### src/rtl/uart_pkg.sv
// ---------------------------------------------------------------------------
// uart_pkg
// Shared UART types and limits for the TX framer and the RX checker.
//   parity_t   : encoding of the 3-bit parity_type field (101..111 = none)
//   tx_state_t : transmit framer states
//   MIN/MAX_DATA_WIDTH : legal range for data bits per frame
// ---------------------------------------------------------------------------
package uart_pkg;

    localparam int MIN_DATA_WIDTH = 5;
    localparam int MAX_DATA_WIDTH = 9;

    typedef enum logic [2:0] {
        PAR_NONE  = 3'd0,
        PAR_ODD   = 3'd1,
        PAR_EVEN  = 3'd2,
        PAR_MARK  = 3'd3,
        PAR_SPACE = 3'd4
    } parity_t;

    typedef enum logic [2:0] {
        IDLE   = 3'd0,
        ARMED  = 3'd1,
        START  = 3'd2,
        DATA   = 3'd3,
        PARITY = 3'd4,
        STOP   = 3'd5
    } tx_state_t;

    // True when the parity code reserves a parity slot in the frame.
    // Codes 101..111 are treated exactly like PAR_NONE.
    function automatic logic parity_enabled(input logic [2:0] code);
        logic en;
        case (code)
            PAR_ODD, PAR_EVEN, PAR_MARK, PAR_SPACE: en = 1'b1;
            default:                                en = 1'b0;
        endcase
        return en;
    endfunction

endpackage

### src/rtl/uart_parity_acc.sv
// ---------------------------------------------------------------------------
// uart_parity_acc
// Serial parity accumulator plus parity-mode mux. The accumulator XORs in one
// bit per enable; the mux turns the accumulated value into the parity bit for
// the selected mode. Shared between the TX framer and the RX checker.
//
// Ports:
//   clock        in   system clock
//   reset        in   asynchronous active-high reset, clears the accumulator
//   clear        in   synchronous clear (start of a new word)
//   enable       in   XOR bit_in into the accumulator this cycle
//   bit_in       in   data bit being sent/received
//   parity_type  in   3-bit parity code (see uart_pkg::parity_t)
//   parity_bit   out  parity bit for the current accumulator value and mode
//   parity_en    out  mode reserves a parity slot in the frame
// ---------------------------------------------------------------------------
module uart_parity_acc
    import uart_pkg::*;
(
    input  logic       clock,
    input  logic       reset,
    input  logic       clear,
    input  logic       enable,
    input  logic       bit_in,
    input  logic [2:0] parity_type,
    output logic       parity_bit,
    output logic       parity_en
);

    logic acc;

    always_ff @(posedge clock or posedge reset) begin
        if (reset) begin
            acc <= 1'b0;
        end else if (clear) begin
            acc <= 1'b0;
        end else if (enable) begin
            acc <= acc ^ bit_in;
        end
    end

    // acc is the XOR of all data bits, i.e. 1 when the count of ones is odd.
    // Odd parity must make the total (data + parity) odd, hence ~acc.
    always_comb begin
        parity_bit = 1'b0;
        case (parity_type)
            PAR_ODD:   parity_bit = ~acc;
            PAR_EVEN:  parity_bit = acc;
            PAR_MARK:  parity_bit = 1'b1;
            PAR_SPACE: parity_bit = 1'b0;
            default:   parity_bit = 1'b0;
        endcase
    end

    assign parity_en = parity_enabled(parity_type);

endmodule

### src/rtl/uart_tx_framer.sv
// ---------------------------------------------------------------------------
// uart_tx_framer
// UART transmit framer. Accepts one word over valid/ready while idle and
// sends it LSB-first as: start bit, DATA_WIDTH data bits, optional parity
// bit, one or two stop bits. One bit per baud_tick; tx only changes on
// edges where baud_tick is high.
//
// Parameters:
//   DATA_WIDTH   data bits per frame, 5..9
// Ports:
//   clock        in   system clock
//   reset        in   asynchronous active-high reset
//   data_in      in   word to send, latched on accept
//   data_valid   in   word present on data_in
//   data_ready   out  framer is idle and can accept a word
//   parity_type  in   parity code, latched on accept
//   stop_bits    in   0 = one stop bit, 1 = two, latched on accept
//   baud_tick    in   one-cycle strobe per bit period
//   tx           out  registered serial line, idle high
//   busy         out  a frame is in progress
//   done         out  one-cycle pulse after the last stop bit ends
//
// State table:
//   state  | meaning
//   IDLE   | line high, waiting for a word; baud_tick ignored
//   ARMED  | word latched, waiting for the tick that begins the start bit
//   START  | start bit (0) on the line
//   DATA   | data bit bit_cnt on the line
//   PARITY | parity bit on the line
//   STOP   | stop bit on the line; stop_cnt selects first/second
// ---------------------------------------------------------------------------
module uart_tx_framer
    import uart_pkg::*;
#(
    parameter int DATA_WIDTH = 8
) (
    input  logic                  clock,
    input  logic                  reset,
    input  logic [DATA_WIDTH-1:0] data_in,
    input  logic                  data_valid,
    output logic                  data_ready,
    input  logic [2:0]            parity_type,
    input  logic                  stop_bits,
    input  logic                  baud_tick,
    output logic                  tx,
    output logic                  busy,
    output logic                  done
);

    localparam int               CNT_W    = $clog2(DATA_WIDTH + 1);
    localparam logic [CNT_W-1:0] LAST_BIT = CNT_W'(DATA_WIDTH - 1);

    generate
        if (DATA_WIDTH < MIN_DATA_WIDTH || DATA_WIDTH > MAX_DATA_WIDTH) begin : g_bad_width
            $error("uart_tx_framer: DATA_WIDTH must be within 5..9");
        end
    endgenerate

    tx_state_t             state;
    tx_state_t             state_next;

    logic [DATA_WIDTH-1:0] shift_reg;
    logic [DATA_WIDTH-1:0] shift_next;
    logic [CNT_W-1:0]      bit_cnt;
    logic [CNT_W-1:0]      bit_cnt_next;
    logic                  stop_cnt;
    logic                  stop_cnt_next;
    logic [2:0]            par_q;
    logic                  two_stop_q;
    logic                  tx_next;
    logic                  done_next;

    logic                  load;
    logic                  acc_clear;
    logic                  acc_en;
    logic                  parity_bit;
    logic                  parity_en;

    uart_parity_acc u_parity (
        .clock       (clock),
        .reset       (reset),
        .clear       (acc_clear),
        .enable      (acc_en),
        .bit_in      (shift_reg[0]),
        .parity_type (par_q),
        .parity_bit  (parity_bit),
        .parity_en   (parity_en)
    );

    assign data_ready = (state == IDLE);
    assign busy       = (state != IDLE);

    always_ff @(posedge clock or posedge reset) begin
        if (reset) begin
            state <= IDLE;
        end else begin
            state <= state_next;
        end
    end

    // Each tick loads tx with the bit that the *next* state puts on the line,
    // so the state always names the bit currently being driven.
    always_comb begin
        state_next    = state;
        tx_next       = tx;
        shift_next    = shift_reg;
        bit_cnt_next  = bit_cnt;
        stop_cnt_next = stop_cnt;
        done_next     = 1'b0;
        load          = 1'b0;
        acc_clear     = 1'b0;
        acc_en        = 1'b0;

        case (state)
            IDLE: begin
                if (data_valid) begin
                    load          = 1'b1;
                    acc_clear     = 1'b1;
                    shift_next    = data_in;
                    bit_cnt_next  = '0;
                    stop_cnt_next = 1'b0;
                    state_next    = ARMED;
                end
            end

            ARMED: begin
                if (baud_tick) begin
                    tx_next    = 1'b0;
                    state_next = START;
                end
            end

            START: begin
                if (baud_tick) begin
                    tx_next      = shift_reg[0];
                    shift_next   = shift_reg >> 1;
                    acc_en       = 1'b1;
                    bit_cnt_next = '0;
                    state_next   = DATA;
                end
            end

            DATA: begin
                if (baud_tick) begin
                    if (bit_cnt == LAST_BIT) begin
                        // Accumulator already holds every data bit here.
                        if (parity_en) begin
                            tx_next    = parity_bit;
                            state_next = PARITY;
                        end else begin
                            tx_next       = 1'b1;
                            stop_cnt_next = 1'b0;
                            state_next    = STOP;
                        end
                    end else begin
                        tx_next      = shift_reg[0];
                        shift_next   = shift_reg >> 1;
                        acc_en       = 1'b1;
                        bit_cnt_next = bit_cnt + CNT_W'(1);
                    end
                end
            end

            PARITY: begin
                if (baud_tick) begin
                    tx_next       = 1'b1;
                    stop_cnt_next = 1'b0;
                    state_next    = STOP;
                end
            end

            STOP: begin
                if (baud_tick) begin
                    if (two_stop_q && !stop_cnt) begin
                        stop_cnt_next = 1'b1;
                    end else begin
                        done_next  = 1'b1;
                        state_next = IDLE;
                    end
                end
            end

            default: begin
                tx_next    = 1'b1;
                state_next = IDLE;
            end
        endcase
    end

    always_ff @(posedge clock or posedge reset) begin
        if (reset) begin
            tx         <= 1'b1;
            done       <= 1'b0;
            shift_reg  <= '0;
            bit_cnt    <= '0;
            stop_cnt   <= 1'b0;
            par_q      <= PAR_NONE;
            two_stop_q <= 1'b0;
        end else begin
            tx        <= tx_next;
            done      <= done_next;
            shift_reg <= shift_next;
            bit_cnt   <= bit_cnt_next;
            stop_cnt  <= stop_cnt_next;
            if (load) begin
                par_q      <= parity_type;
                two_stop_q <= stop_bits;
            end
        end
    end

endmodule

### config.mk
export PLATFORM = sky130hd
export DESIGN_NAME = uart_tx_framer
export DESIGN_NICKNAME = d
export VERILOG_FILES = /design/src/rtl/uart_pkg.sv /design/src/rtl/uart_parity_acc.sv /design/src/rtl/uart_tx_framer.sv
export SDC_FILE = /design/constraint.sdc
export NUM_CORES = 1
export LEC_CHECK = 0
export ABC_CLOCK_PERIOD_IN_PS = 2320
export BUFFER_PORTS_ARGS = -buffer_cell sky130_fd_sc_hd__buf_4
export CAP_MARGIN = 30
export CORE_MARGIN = 5
export CORE_UTILIZATION = 58
export CTS_BUF_LIST = sky130_fd_sc_hd__clkbuf_4
export DETAILED_ROUTE_END_ITERATION = 10
export HOLD_SLACK_MARGIN = 0.02
export PLACE_DENSITY = 0.78
export SYNTH_ARGS = -nofsm -noshare
export SYNTH_HDL_FRONTEND = slang
export SYNTH_SLANG_ARGS = --single-unit
### constraint.sdc
create_clock -name clock -period 2.32 [get_ports clock]
set_input_delay 0.348 -clock clock [delete_from_list [all_inputs] [get_ports clock]]
set_output_delay 0.348 -clock clock [all_outputs]
set_load 0.03 [all_outputs]
# Word-level counts from Yosys, hierarchy flattened

Cells that the tools add are included.

Output and inout bits: 4
Bits in registers: 23
Bits of input ports: 16

Bitwise operators: 3
Mux-type cells: 47
Eq/ne operators: 21
Reduce and logical (&&, ||, !) cells: 13
Add/subtract/negate cells: 1

Operator list:

| kind                                                                  | count |
|---|---|
| 8-bit two-way mux                                                     | 4 |
| 1-bit two-way mux                                                     | 24 |
| 3-bit two-way mux                                                     | 8 |
| 8-bit case mux with 3 select lines                                    | 1 |
| 2-bit != test, second input constant                                  | 11 |
| 3-bit case mux with 6 select lines                                    | 1 |
| 4-bit two-way mux                                                     | 4 |
| 8-bit AND reduction                                                   | 2 |
| 3-bit by 2-bit equality test with 1-bit output, second input constant | 4 |
| 4-bit case mux with 3 select lines                                    | 1 |
| 5-bit AND reduction                                                   | 2 |
| 3-bit equality test, second input constant                            | 3 |
| 3-bit by 1-bit equality test with 1-bit output, second input constant | 2 |
| 3-bit nonzero test                                                    | 2 |
| 1-bit case mux with 5 select lines                                    | 1 |
| 4-bit by 1-bit adder with 4-bit output, second input constant         | 1 |
| 4-bit by 3-bit equality test with 1-bit output, second input constant | 1 |
| 1-bit case mux with 4 select lines                                    | 1 |
| 4-bit nonzero test                                                    | 1 |
| 4-bit OR reduction                                                    | 1 |
| 3-bit logical NOT                                                     | 1 |
| 1-bit case mux with 3 select lines                                    | 1 |
| 1-bit inverter                                                        | 2 |
| 1-bit case mux with 2 select lines                                    | 1 |
| other kinds (5)                                                       | 5 |

# Depth between registers and ports, before layout

Word-level depth: 7
Depth in mapped cells: 6
Mapped depth without buffers: 5

# Cells and area by module

A second synthesis with hierarchy kept.

Cell total of the unflattened synthesis: 139
Area, all modules: 1,372.6 um2

Modules (own cells, without submodules):

| module          | cells each | instances | area each (um2) |
|---|---|---|---|
| uart_tx_framer  | 130        | 1         | 1,291.2 |
| uart_parity_acc | 9          | 1         | 81.3 |

# Worst setup path after synthesis

OpenSTA, ideal clock, no wires.

Kind: flip-flop to flip-flop
Start point: register state[2]
End point: register par_q[0]
Setup slack: 0.227 ns
Data required time: 2.195 ns
Period minus slack after synthesis: 2.093 ns
Cell stages (with the launch flop): 6
Arrival: 1.968 ns
Setup time: 0.125 ns
Cells stage by stage: dfrtp_1 > buf_6 > nor3_1 > and2_1 > buf_2 > mux2_2

Longest elaborated chain between the ends: 2

RTL lines:

| what                   | RTL line              | source |
|---|---|---|
| start, declared        | uart_tx_framer.sv:59  | `tx_state_t state;` |
| start signal, assigned | uart_tx_framer.sv:97  | `state <= state_next;` |
| 3-bit logical NOT      | n/a                   |  |
| net data_ready         | uart_tx_framer.sv:41  | `output logic data_ready,` |
| 1-bit two-way mux      | uart_tx_framer.sv:114 | `case (state)` |
| end signal, assigned   | uart_tx_framer.sv:206 | `par_q <= parity_type;` |
| end, declared          | uart_tx_framer.sv:68  | `logic [2:0] par_q;` |

The timed path passes the listed nets, and every way through them passes these cells.
A chain may end at the register's enable or synchronous reset.

# Worst setup path after layout

Start point: register bit_cnt[0]
End point: register shift_reg[6]

Longest elaborated chain between the ends: 3

RTL lines:

| what                                           | RTL line              | source |
|---|---|---|
| start, declared                                | uart_tx_framer.sv:64  | `logic [CNT_W-1:0] bit_cnt;` |
| start signal, assigned                         | uart_tx_framer.sv:203 | `bit_cnt <= bit_cnt_next;` |
| 4-bit by 3-bit equality test with 1-bit output | uart_tx_framer.sv:145 | `if (bit_cnt == LAST_BIT) begin` |
| 2-bit != test (no line)                        | n/a                   |  |
| 5-bit AND reduction (no line)                  | n/a                   |  |
| end signal, assigned                           | uart_tx_framer.sv:202 | `shift_reg <= shift_next;` |
| end, declared                                  | uart_tx_framer.sv:62  | `logic [DATA_WIDTH-1:0] shift_reg;` |

No other way between the ends.

==> out/results.txt <==
H-tree depth = 1
clock network fraction of total power = 0.111
number of diodes = 0
peak supply drop = 0.674 mV
Yosys top cell area share = 0.412
Seq pwr share = 0.421
Lkg Pwr = 0.685 nW
clock root buffer = clkbuf_4
final max-slew violation count = 0
flops & latches, synth = 23
Reg2Reg Depth = 5
final hold violations = 0
Die Height = 58.0 um
combinational share of power = 0.468
core area = 2210 um^2
Tightest Pin Transition = 0.861 ns
Worst Path Required = 2.52 ns
synth-to-layout area growth = 12.0%
Final TNS setup = 0 ns
sw frac = 0.381
clock buffer count from CTS = 3
Switch Pwr = 0.661 mW
RR Startpoint = bit_cnt[0]
Synth cell types = 42
vias in the first global route = 971
Total GRT Usage = 0.169
RSZ-0062 raised after global routing = no
Final #Nets = 162
period utilisation layout = 0.806
die width = 58.0 um
final setup vio count = 0
CP Class = reg2reg
Min-Delay Path Class = in2async
Crit. End Element = flop
Setup Buffers After CTS = 0
Worst Skew = 0.00658 ns
CP startpoint = bit_cnt[0]
status = completed
Netlist Area Pre-Place = 1340 um^2
Pint = 1.07 mW
share of cells above drive strength 1 = 0.326
register area = 577 um^2
die area = 3370 um^2
Sink Count = 23
Arrival @ worst endpoint = 2.07 ns
CTS hold repair buffers = 0
grt total ovfl = 0
Seq/Total Area, Yosys = 0.431
first-pass GRT wire length = 4.39 mm
worst setup path end = shift_reg[6]
reg-to-reg critical path endpoint = shift_reg[6]
area occupied by multi-input gates = 676 um^2
Worst setup SP type = flop
Post-route DRC = 0
Max Cap Violations = 0
fmax = 0.535 GHz
DRT antenna net count = 0
pin count of the biggest net entering global routing = 24
initial DRC count = 27
drt first pass iters = 4
PD cells = 1160 nW/um^2
clk slew on worst S/H paths = 0.12 ns
CTS resizes = 0
WL final = 2.57 mm
Via Count = 1002
max_slew headroom = 0.425
dpl hpwl = 1.91 mm
cell taking the most area after synthesis = dfrtp_1
largest cells by area after synthesis = dfrtp_1, mux2_2, buf_6
PnR worst setup slack = 0.450 ns
CTS max path bufs = 2
Via density = 5.83
Tmin final = 1.87 ns
Routability Congestion = 0.805
fillers = 181
initial antenna violation count = 0
I/O Buffers = 19
num ports = 20
Post-Syn Instances = 127
syn nets = 144
post-synthesis average cell area = 10.5 um^2
Row Count = 17
pre-CTS WS = 0.475 ns
TritonCTS clock tree = done
clk_lat worst skew = 0.31 ns
Yosys Warn Count = 0
max FFs per register = 8
post-layout power = 1.73 mW
Starting Density = 0.605
Reg2Reg Setup Slack = 0.45 ns
WL/cell = 14.9 um
Crit Path Max Fanout = 9
[power by group through the flow]
stage                     clock network (mW)  registers, mW  logic [mW]
after floorplan                            0          0.681       0.707
after global placement                     0          0.717       0.788
after detailed placement                   0          0.737       0.813
after CTS                              0.206          0.728       0.818
after global routing                   0.220          0.757       0.900
final                                  0.192          0.730       0.813
[cells by family after synthesis]
| group | count (synthesis) | synth area share |
|---|---|---|
| XOR/XNOR | 2 | 0.0131 |
| buffers and inverters | 14 | 0.0636 |
| flip-flops | 23 | 0.431 |
| AO/OA/AOI/OAI | 29 | 0.152 |
| AND/OR/NAND/NOR | 38 | 0.165 |
| adder cells (fa/ha/maj) | 1 | 0.00935 |
| multiplexers | 20 | 0.166 |
[area by class of cell]
type / count / area share
Multi-Input combinational cell: 90 / 0.451
Sequential cell: 23 / 0.385
Timing Repair Buffer: 21 / 0.105
Tap cell: 28 / 0.0234
Clock buffer: 4 / 0.0201
Inverter: 6 / 0.0150
[cell usage after synthesis, drive strengths merged]
master and number:
dfrtp 22, mux2 17, nand2 9, o21ai 8
nor2 7, buf 6, inv 6, nor3 4
a21oi 3, mux2i 3, nand2b 3, nand3 3
o31ai 3, a211oi 2, clkbuf 2, nand3b 2
nor2b 2, o211ai 2, o21a 2, o22a 2
xnor2 2, a21boi 1, a31oi 1, and2 1
and2b 1, and3 1, and3b 1, dfstp 1
ha 1, nor3b 1, o21bai 1, o22ai 1
o32a 1, o32ai 1, o41ai 1, or3 1
or3b 1, or4 1
[per-layer routing]
layer	track usage	wire [um]
met1	0.222	1100
met2	0.273	1300
met3	0.0267	135
met4	0.0828	33
met5	0	0
[cell usage in the layout (no fill, tap or decap), types with 4 or more instances in the layout]
| master | instances |
|---|---|
| nor3_1 | 4 |
| buf_4 | 21 |
| clkbuf_4 | 4 |
| dfrtp_1 | 22 |
| inv_1 | 6 |
| o21ai_0 | 8 |
| nand2_1 | 9 |
| nor2_1 | 6 |
| mux2_2 | 17 |
[per-stage QoR]
step                      hold WS, ns   util  cells  area, um^2
final                           0.203  0.677    172        1500
after global routing            0.243  0.677    172        1500
after CTS                       0.212  0.677    172        1500
after detailed placement        0.491  0.663    168        1470
after global placement          0.486  0.663    168        1470
after floorplan                 0.349      -    127        1340
[critical path, cell delays in order (launching register included)]
cell and delay (ns):
dfrtp_1 0.44, ha_1 0.25, and3b_1 0.26, o22a_4 0.29
nor2_8 0.17, mux2_2 0.36
[worst min-delay path by stage]
stage | cells past startpoint | end | from
final | 2 | par_q[0] | reset
after floorplan | 1 | bit_cnt[0] | reset
after CTS | 2 | shift_reg[7] | reset
after detailed placement | 1 | two_stop_q | two_stop_q
after global routing | 2 | two_stop_q | stop_bits
after global placement | 1 | shift_reg[4] | shift_reg[4]
(Power assumes the default switching activity.)
